===== src/rtl/adv_counter_pkg.sv =====
// -----------------------------------------------------------------------------
// adv_counter_pkg
// Shared constants for the increment arbiter and its round-robin picker.
//   - Arbiter FSM state encodings (3-bit, legacy-compatible localparams)
//   - Default settle window between an increment grant and the display refresh
//   - Index-width helper that never returns zero
// -----------------------------------------------------------------------------
package adv_counter_pkg;

    localparam logic [2:0] ST_IDLE    = 3'd0;
    localparam logic [2:0] ST_GRANT   = 3'd1;
    localparam logic [2:0] ST_SETTLE  = 3'd2;
    localparam logic [2:0] ST_RWAIT   = 3'd3;
    localparam logic [2:0] ST_REFRESH = 3'd4;

    localparam int HOLDOFF_DEFAULT = 4;

    // Width of an index into n lanes; a single lane still gets a 1-bit index.
    function automatic int idx_width(input int n);
        return (n <= 1) ? 1 : $clog2(n);
    endfunction

endpackage


===== src/rtl/inc_arbiter_rr_select.sv =====
// -----------------------------------------------------------------------------
// rr_select
// Combinational round-robin picker: returns the first set pending bit found
// searching ptr, ptr+1, ... wrapping modulo DIGITS.
// Ports:
//   pending [DIGITS-1:0] in  : pending-request bits
//   ptr     [LW-1:0]     in  : lane with highest priority this round
//   valid                out : at least one lane is pending
//   lane    [LW-1:0]     out : index of the selected lane (0 when !valid)
//   onehot  [DIGITS-1:0] out : one-hot of the selected lane (0 when !valid)
// -----------------------------------------------------------------------------
module rr_select
    import adv_counter_pkg::*;
#(
    parameter int DIGITS = 2,
    parameter int LW     = idx_width(DIGITS)
) (
    input  logic [DIGITS-1:0] pending,
    input  logic [LW-1:0]     ptr,
    output logic              valid,
    output logic [LW-1:0]     lane,
    output logic [DIGITS-1:0] onehot
);

    // Rotating a doubled copy right by ptr puts lane ptr at bit 0, so the
    // lowest set bit of the low half is the round-robin winner's offset.
    logic [2*DIGITS-1:0] rot_s;
    logic [LW:0]         off_s;
    logic [LW:0]         sum_s;

    assign rot_s = {pending, pending} >> ptr;

    // Find the lowest set offset, then translate it back to an absolute lane.
    always_comb begin
        valid  = 1'b0;
        off_s  = '0;
        sum_s  = '0;
        lane   = '0;
        onehot = '0;
        // Descending scan: the last hit written is the lowest offset.
        for (int i = DIGITS - 1; i >= 0; i--) begin
            valid = valid | rot_s[i];
            off_s = rot_s[i] ? (LW+1)'(i) : off_s;
        end
        sum_s = {1'b0, ptr} + off_s;
        if (sum_s >= (LW+1)'(DIGITS)) begin
            sum_s = sum_s - (LW+1)'(DIGITS);
        end else begin
            sum_s = sum_s;
        end
        if (valid) begin
            lane   = sum_s[LW-1:0];
            onehot = DIGITS'(1'b1) << sum_s[LW-1:0];
        end else begin
            lane   = '0;
            onehot = '0;
        end
    end

endmodule


===== src/rtl/inc_arbiter.sv =====
// -----------------------------------------------------------------------------
// inc_arbiter
// Edge-detects per-digit button lanes, queues one pending request per lane,
// grants lanes round-robin to the digit counters, lets the carry settle for
// HOLDOFF cycles, waits for the serial shifter to go idle and then pulses a
// display refresh.
// Ports:
//   clk                      in  : system clock
//   rst_n                    in  : asynchronous active-low reset
//   ena                      in  : allows a new sequence to start from IDLE
//   req_in     [DIGITS-1:0]  in  : synchronized button levels, one per lane
//   shift_busy               in  : shifter mid-frame, hold refresh off
//   inc_grant  [DIGITS-1:0]  out : one-hot, one-cycle increment strobe
//   refresh                  out : one-cycle display reload strobe
//   busy                     out : FSM is not in IDLE
//   overrun                  out : rise seen on an already-pending lane
//   pending    [DIGITS-1:0]  out : pending-request bits
// -----------------------------------------------------------------------------
module inc_arbiter
    import adv_counter_pkg::*;
#(
    parameter int DIGITS  = 2,
    parameter int HOLDOFF = HOLDOFF_DEFAULT
) (
    input  logic              clk,
    input  logic              rst_n,
    input  logic              ena,
    input  logic [DIGITS-1:0] req_in,
    input  logic              shift_busy,
    output logic [DIGITS-1:0] inc_grant,
    output logic              refresh,
    output logic              busy,
    output logic              overrun,
    output logic [DIGITS-1:0] pending
);

    localparam int LW = idx_width(DIGITS);
    localparam int CW = $clog2(HOLDOFF + 1);

    logic [2:0]        state_r;
    logic [2:0]        state_nxt_s;
    logic [DIGITS-1:0] req_d_r;
    logic [DIGITS-1:0] pending_r;
    logic [LW-1:0]     lane_r;
    logic [LW-1:0]     ptr_r;
    logic [LW-1:0]     ptr_nxt_s;
    logic [CW-1:0]     cnt_r;
    logic [CW-1:0]     cnt_nxt_s;
    logic [DIGITS-1:0] inc_grant_r;
    logic              refresh_r;
    logic              busy_r;
    logic              overrun_r;

    logic [DIGITS-1:0] rise_s;
    logic [DIGITS-1:0] clr_s;
    logic              start_s;
    logic              sel_valid_s;
    logic [LW-1:0]     sel_lane_s;
    logic [DIGITS-1:0] sel_onehot_s;

    assign rise_s = req_in & ~req_d_r;
    assign clr_s  = start_s ? sel_onehot_s : '0;

    rr_select #(
        .DIGITS (DIGITS),
        .LW     (LW)
    ) u_rr_select (
        .pending (pending_r),
        .ptr     (ptr_r),
        .valid   (sel_valid_s),
        .lane    (sel_lane_s),
        .onehot  (sel_onehot_s)
    );

    // Next-state and settle-counter logic of the grant/refresh sequencer.
    always_comb begin
        state_nxt_s = state_r;
        cnt_nxt_s   = cnt_r;
        start_s     = 1'b0;
        case (state_r)
            ST_IDLE: begin
                if (ena && sel_valid_s) begin
                    state_nxt_s = ST_GRANT;
                    start_s     = 1'b1;
                end else begin
                    state_nxt_s = ST_IDLE;
                end
            end
            ST_GRANT: begin
                state_nxt_s = ST_SETTLE;
                cnt_nxt_s   = CW'(HOLDOFF - 1);
            end
            ST_SETTLE: begin
                // Counter is loaded with HOLDOFF-1 so SETTLE spans HOLDOFF cycles.
                if (cnt_r == '0) begin
                    state_nxt_s = ST_RWAIT;
                end else begin
                    cnt_nxt_s = cnt_r - CW'(1);
                end
            end
            ST_RWAIT: begin
                if (!shift_busy) begin
                    state_nxt_s = ST_REFRESH;
                end else begin
                    state_nxt_s = ST_RWAIT;
                end
            end
            ST_REFRESH: begin
                state_nxt_s = ST_IDLE;
            end
            default: begin
                state_nxt_s = ST_IDLE;
                cnt_nxt_s   = '0;
            end
        endcase
    end

    // Pointer advances past the granted lane with an explicit wrap, so
    // non-power-of-two lane counts never land on a nonexistent lane.
    always_comb begin
        if (lane_r == LW'(DIGITS - 1)) begin
            ptr_nxt_s = '0;
        end else begin
            ptr_nxt_s = lane_r + LW'(1);
        end
    end

    // Sequencer state, request capture and registered output strobes.
    always_ff @(posedge clk or negedge rst_n) begin
        if (!rst_n) begin
            state_r     <= ST_IDLE;
            cnt_r       <= '0;
            req_d_r     <= '0;
            pending_r   <= '0;
            lane_r      <= '0;
            ptr_r       <= '0;
            inc_grant_r <= '0;
            refresh_r   <= 1'b0;
            busy_r      <= 1'b0;
            overrun_r   <= 1'b0;
        end else begin
            state_r     <= state_nxt_s;
            cnt_r       <= cnt_nxt_s;
            req_d_r     <= req_in;
            // A new rise on the lane being cleared keeps it pending.
            pending_r   <= (pending_r & ~clr_s) | rise_s;
            overrun_r   <= |(rise_s & pending_r);
            inc_grant_r <= start_s ? sel_onehot_s : '0;
            refresh_r   <= (state_nxt_s == ST_REFRESH);
            busy_r      <= (state_nxt_s != ST_IDLE);
            if (start_s) begin
                lane_r <= sel_lane_s;
            end
            // ptr is only consulted in IDLE, which cannot recur before GRANT
            // ends, so advancing it during GRANT from the stored lane is
            // indistinguishable from advancing it on GRANT entry.
            if (state_r == ST_GRANT) begin
                ptr_r <= ptr_nxt_s;
            end
        end
    end

    assign inc_grant = inc_grant_r;
    assign refresh   = refresh_r;
    assign busy      = busy_r;
    assign overrun   = overrun_r;
    assign pending   = pending_r;

endmodule

===== config.mk =====
export PLATFORM = sky130hd
export DESIGN_NAME = inc_arbiter
export DESIGN_NICKNAME = d
export VERILOG_FILES = /design/src/rtl/adv_counter_pkg.sv /design/src/rtl/inc_arbiter_rr_select.sv /design/src/rtl/inc_arbiter.sv
export SDC_FILE = /design/constraint.sdc
export NUM_CORES = 1
export LEC_CHECK = 0
export BUFFER_PORTS_ARGS = -buffer_cell sky130_fd_sc_hd__buf_2
export CELL_PAD_IN_SITES_DETAIL_PLACEMENT = 1
export CELL_PAD_IN_SITES_GLOBAL_PLACEMENT = 2
export CORE_MARGIN = 3
export CORE_UTILIZATION = 40
export CTS_BUF_LIST = sky130_fd_sc_hd__clkbuf_8
export DETAILED_ROUTE_END_ITERATION = 12
export PLACE_DENSITY = 0.91
export SLEW_MARGIN = 20
export SYNTH_ARGS = -nofsm -noshare
export SYNTH_HDL_FRONTEND = slang
export SYNTH_HIERARCHICAL = 1
export SYNTH_SLANG_ARGS = --single-unit

===== constraint.sdc =====
create_clock -name clk -period 2.6 [get_ports clk]
set_input_delay 0.78 -clock clk [delete_from_list [all_inputs] [get_ports clk]]
set_output_delay 0.78 -clock clk [all_outputs]
set_load 0.005 [all_outputs]

* Yosys cells after proc, flatten, opt, wreduce, memory -nomap -nowiden
Cells that the tools add are included.
** Word-level totals
- Register bits :: 17
- Output and inout bits :: 7
- Logic and storage cells :: 53
** Operators by class
- Add/sub/neg operators :: 4
- $lt $le $gt $ge :: 1
- Equal/unequal tests :: 6
- Shift operators :: 2
- Muxes and demuxes :: 15
- Bitwise operators :: 8
- Reduce and logical (&&, ||, !) cells :: 7
** Operators by type and width (number)
- 3-bit case mux with 4 select lines :: 1
- 3-bit 2-to-1 mux :: 3
- 3-bit case mux with 3 select lines :: 1
- 1-bit 2-to-1 mux :: 7
- 2-bit AND :: 3
- 3-bit by 2-bit == test with 1-bit output, second input constant :: 2
- 3-bit == test, second input constant :: 2
- 3-bit zero test :: 2
- 2-bit 2-to-1 mux :: 3
- 2-bit inverter :: 2
- 4-bit by 1-bit >> shifter with 2-bit output :: 1
- 3-bit by 1-bit == test with 1-bit output, second input constant :: 1
- 3-bit nonzero test :: 1
- 3-bit OR reduction :: 1
- 3-bit by 1-bit subtractor with 3-bit output, second input constant :: 1
- 1-bit by 2-bit adder with 2-bit output :: 1
- 2-bit >= comparator, second input constant :: 1
- 2-bit != test, second input constant :: 1
- 2-bit bitwise OR :: 1
- 2-bit AND reduction :: 1
- 2-bit OR reduction :: 1
- 1-bit by 1-bit left shift with 2-bit output, first input constant :: 1
- 1-bit adder, second input constant :: 1
- 1-bit logical AND :: 1
- other kinds (3) :: 3

* Longest topological paths before layout
- Depth in word-level cells :: 12
- Gate-level depth with buffers :: 5

* Modules after synthesis
The synthesis kept the hierarchy.
** Modules (own cells, without submodules)
- inc_arbiter :: times used 1, cells an instance 66, area each 767.0 um^2, sequential area each 425.4 um^2
- rr_select :: times used 1, cells an instance 5, area each 32.5 um^2, sequential area each 0.0 um^2

* Worst setup path before layout
No wires, ideal clock.
- Path kind :: input port to flip-flop
- From :: in ena
- To :: reg lane_r
- Arrival :: 1.412 ns
- Required time :: 2.475 ns
- Path slack :: 1.063 ns
- Cell stages on the path :: 3
- Path buffers :: 0
- Cell sequence :: nand2_1 -> nor4_4 -> mux2_4
** Between the ends
- Longest elaborated chain between the ends :: 3
** Ends and longest elaborated chain
- from (decl) :: line inc_arbiter.sv:27 : input logic ena,
- 1-bit logical AND :: line inc_arbiter.sv:82 : if (ena && sel_valid_s) begin
- 1-bit 2-to-1 mux :: line inc_arbiter.sv:82
- 1-bit 2-to-1 mux :: line inc_arbiter.sv:80 : case (state_r)
- to (signal assigned) :: line inc_arbiter.sv:152 : lane_r <= sel_lane_s;
- to (decl) :: line inc_arbiter.sv:44 : logic [LW-1:0] lane_r;
No other way between the ends.
A chain may end at the register's enable or synchronous reset.

* Final worst setup path
- From :: reg pending_r[0], in the netlist pending[0]
- To :: out pending[0]
** RTL lines
- from (decl) :: line inc_arbiter.sv:43 : logic [DIGITS-1:0] pending_r;
- from (signal assigned) :: line inc_arbiter.sv:146 : pending_r <= (pending_r & ~clr_s) | rise_s;
- to (decl) :: line inc_arbiter.sv:34 : output logic [DIGITS-1:0] pending
No word-level cell between the ends.

==> results_dict.tcl <==
set metrics [dict create \
    crit_path_top_delay_cell "dfrtp_1" \
    slew_viol_final 0 \
    period_share_pct 61.3 \
    grt_start_max_net_pins 18 \
    seq_area_frac_synth_pct 53.2 \
    area_growth_pct 13.8 \
    p_sw_share_pct 35.9 \
    fin_nets 93 \
    maxCapViolCount 0 \
    ys_top_cells_by_area "dfrtp_1 53%, nor2b_1 3.9%, a21oi_1 3.8%, ha_1 3.1%, inv_1 2.8%" \
    syn-cell-area_sq_um 800 \
    setup_ws_ns 1.01 \
    num_rows 15 \
    ctsRootBufferMaster "clkbuf_8" \
    yosysTopAreaCellShare_pct 53.2 \
    critical_path.max_stage_delay_ns 0.42 \
    finClkSkew_ns 0.000808 \
    fin_crit_ns 1.59 \
    end_kind "output port" \
    syn_nets 79 \
    r2r_setup_slack_ns 1.05 \
    die_h_microns 50.7 \
    hold_class "in -> async" \
    tns_ns 0 \
    grt_usage_pct 13.2 \
    rr_worst_depth 5 \
    critPathLaunchType "register" \
    critPathKind "reg -> out" \
    ios 13 \
    internal-power_uw 674 \
    holdBufCountCts 0 \
    fin_area_sq_um 910 \
    cts.sinks 17 \
    vias 549 \
    synth-async-reset-ratio_pct 100 \
    viasPerCell 5.04 \
    finalSetupViolations 0 \
    worst_pin_slew_ns 0.382 \
    fin_util_pct 50.5 \
    rsz0062_at_grt "false" \
    synth_cell_types 27 \
    synth_top_area_cell "dfrtp_1" \
    crit_family "flip-flops" \
    arrival_ns 0.81 \
    syn_avg_cell_area_sq_um 11.3 \
    synth_ff_type "dfrtp_1" \
    post_drt_wl_per_cell_microns 13.5 \
    antenna_found_initial 0 \
    post-cts-setup-buffers 0 \
    clk_pin_slew_ns 0.06 \
    dieArea_sq_um 2570 \
    fmax_ghz 0.628 \
    slew_headroom_pct 74.4 \
    worst-path-max-fanout 6 \
    drive_gt1_share_pct 25.0 \
    peakVddDrop_uv 532 \
    overflow 0 \
    place_congestion 0.726 \
    antenna_cells 0 \
    synthTopCellsByCount "17 x dfrtp_1, 6 x a21oi_1, 6 x inv_1" \
    initial_core_util_pct 44.4 \
    synth_edf_count 0 \
    worstSkewPairLatency_ns 0.24 \
    dpl_cell_area_sq_um 865 \
    rr_startpoint "cnt_r[0]" \
    yosysWarnings 6 \
    numCtsBuffers 3 \
    cp_num_buf_inv 1 \
    p_seq_share_pct 43.7 \
    synth_cells 71 \
    cts_tree "yes" \
    r2r-end "cnt_r[0]" \
    fp.coreArea_sq_um 1800 \
    ant_nets 0 \
    fillCellCount 206 \
    drt_iter0_markers 0 \
    drc 0 \
    drt_wl_total_microns 1480 \
    firstDrtPassIters 1 \
    clockBufferDepth 2 \
    cp.required_ns 1.82 \
    yosys.cell_count.top_type "dfrtp_1" \
    status "completed" \
    die_x_microns 50.7 \
    io_buffers 12 \
    htreeDepth 1 \
    place_ws_ns 0.848 \
    yosys_register_bits 17 \
    path_cells "buf_2" \
    hold_viol_final 0 \
    cts-resized-gates 0 \
    p_switching_uw 377 \
    p_leak_uw 0.000419 \
    combPwrFrac_pct 38.8 \
    p_per_area_nw_per_um2 1160 \
    grt_pass1_wl_microns 2530 \
    p_clk_share_pct 17.5 \
    grt_pass1_vias 568 \
]
## flip-flops by register name, summed over array words and instances, names as in the netlist
register   count
ptr_r          1
state_r        3
cnt_r          3
busy           1
overrun        1
inc_grant      2
refresh        1
pending        2
req_d_r        2
lane_r         1
## metal layers
metal  vias to the layer above  routed length (microns)  global-route usage (%)
li1                        271                        -                       -
met2                         8                      719                    22.2
met1                       270                      696                    15.7
met5                         -                        0                       0
met3                         0                       58                    6.53
met4                         0                        0                    1.35
## through the flow
step	hold slack (ns)	power (uW)	std cells
floorplan	0.433	792	71
global placement	0.470	859	105
detailed placement	0.470	877	105
CTS	0.451	1070	109
global route	0.456	1150	109
finish	0.443	1050	109
## how the worst max path moves through the flow
stage	start	endpoint	slack (ns)	cells past startpoint
finish	pending[0]	pending[0]	1.01	1
global route	pending[1]	pending[1]	0.96	1
CTS	pending[1]	pending[1]	0.99	1
detailed placement	ena	lane_r	0.85	4
global placement	ena	lane_r	0.92	4
floorplan	ena	lane_r	1.06	3
## cell type report
cell class / instances / area, sq um / share of cell area, %
Timing Repair Buffer: 12 / 60.1 / 6.60
Clock buffer: 3 / 41.3 / 4.54
Tap cell: 25 / 31.3 / 3.44
Sequential cell: 17 / 425 / 46.8
Multi-Input combinational cell: 45 / 325 / 35.8
Inverter: 6 / 22.5 / 2.48
Clock inverter: 1 / 3.75 / 0.413
## logic make-up (layout without fill, tap and decap cells)
group	Yosys count	in the layout	share of synthesized area, %
and+or+nand+nor	25	25	20.8
DFF	17	17	53.2
AOI/OAI and AO/OA	16	16	13.6
buffers and inverters	9	22	6.10
adders and majority gates	2	2	3.13
muxes	2	2	3.13
## placed cells by master, fill, tap and decap left out
master     n
mux2i_1    1
buf_2     12
or2_1      2
dfrtp_1   17
a311o_1    2
o31ai_1    1
nor4_1     2
a22o_1     2
or3b_2     1
nor4_4     1
nand2_1    1
o21ai_0    1
mux2_4     1
nor2_1     3
nand2b_2   1
a21oi_1    6
nor3_1     3
o22ai_1    1
nor3b_1    1
a21boi_1   2
o21bai_1   1
nor2b_1    5
nand2b_1   3
clkbuf_8   3
inv_1      7
ha_1       2
and2_2     2
## power groups by stage
stage                     clock [uW]  sequential, uW  combinational (uW)
after global placement             0             463                 397
final                            184             460                 407
after global routing             207             477                 465
after floorplan                    0             418                 375
after detailed placement           0             464                 414
after CTS                        192             461                 416
Note: power is estimated with default switching activity, not from simulation.
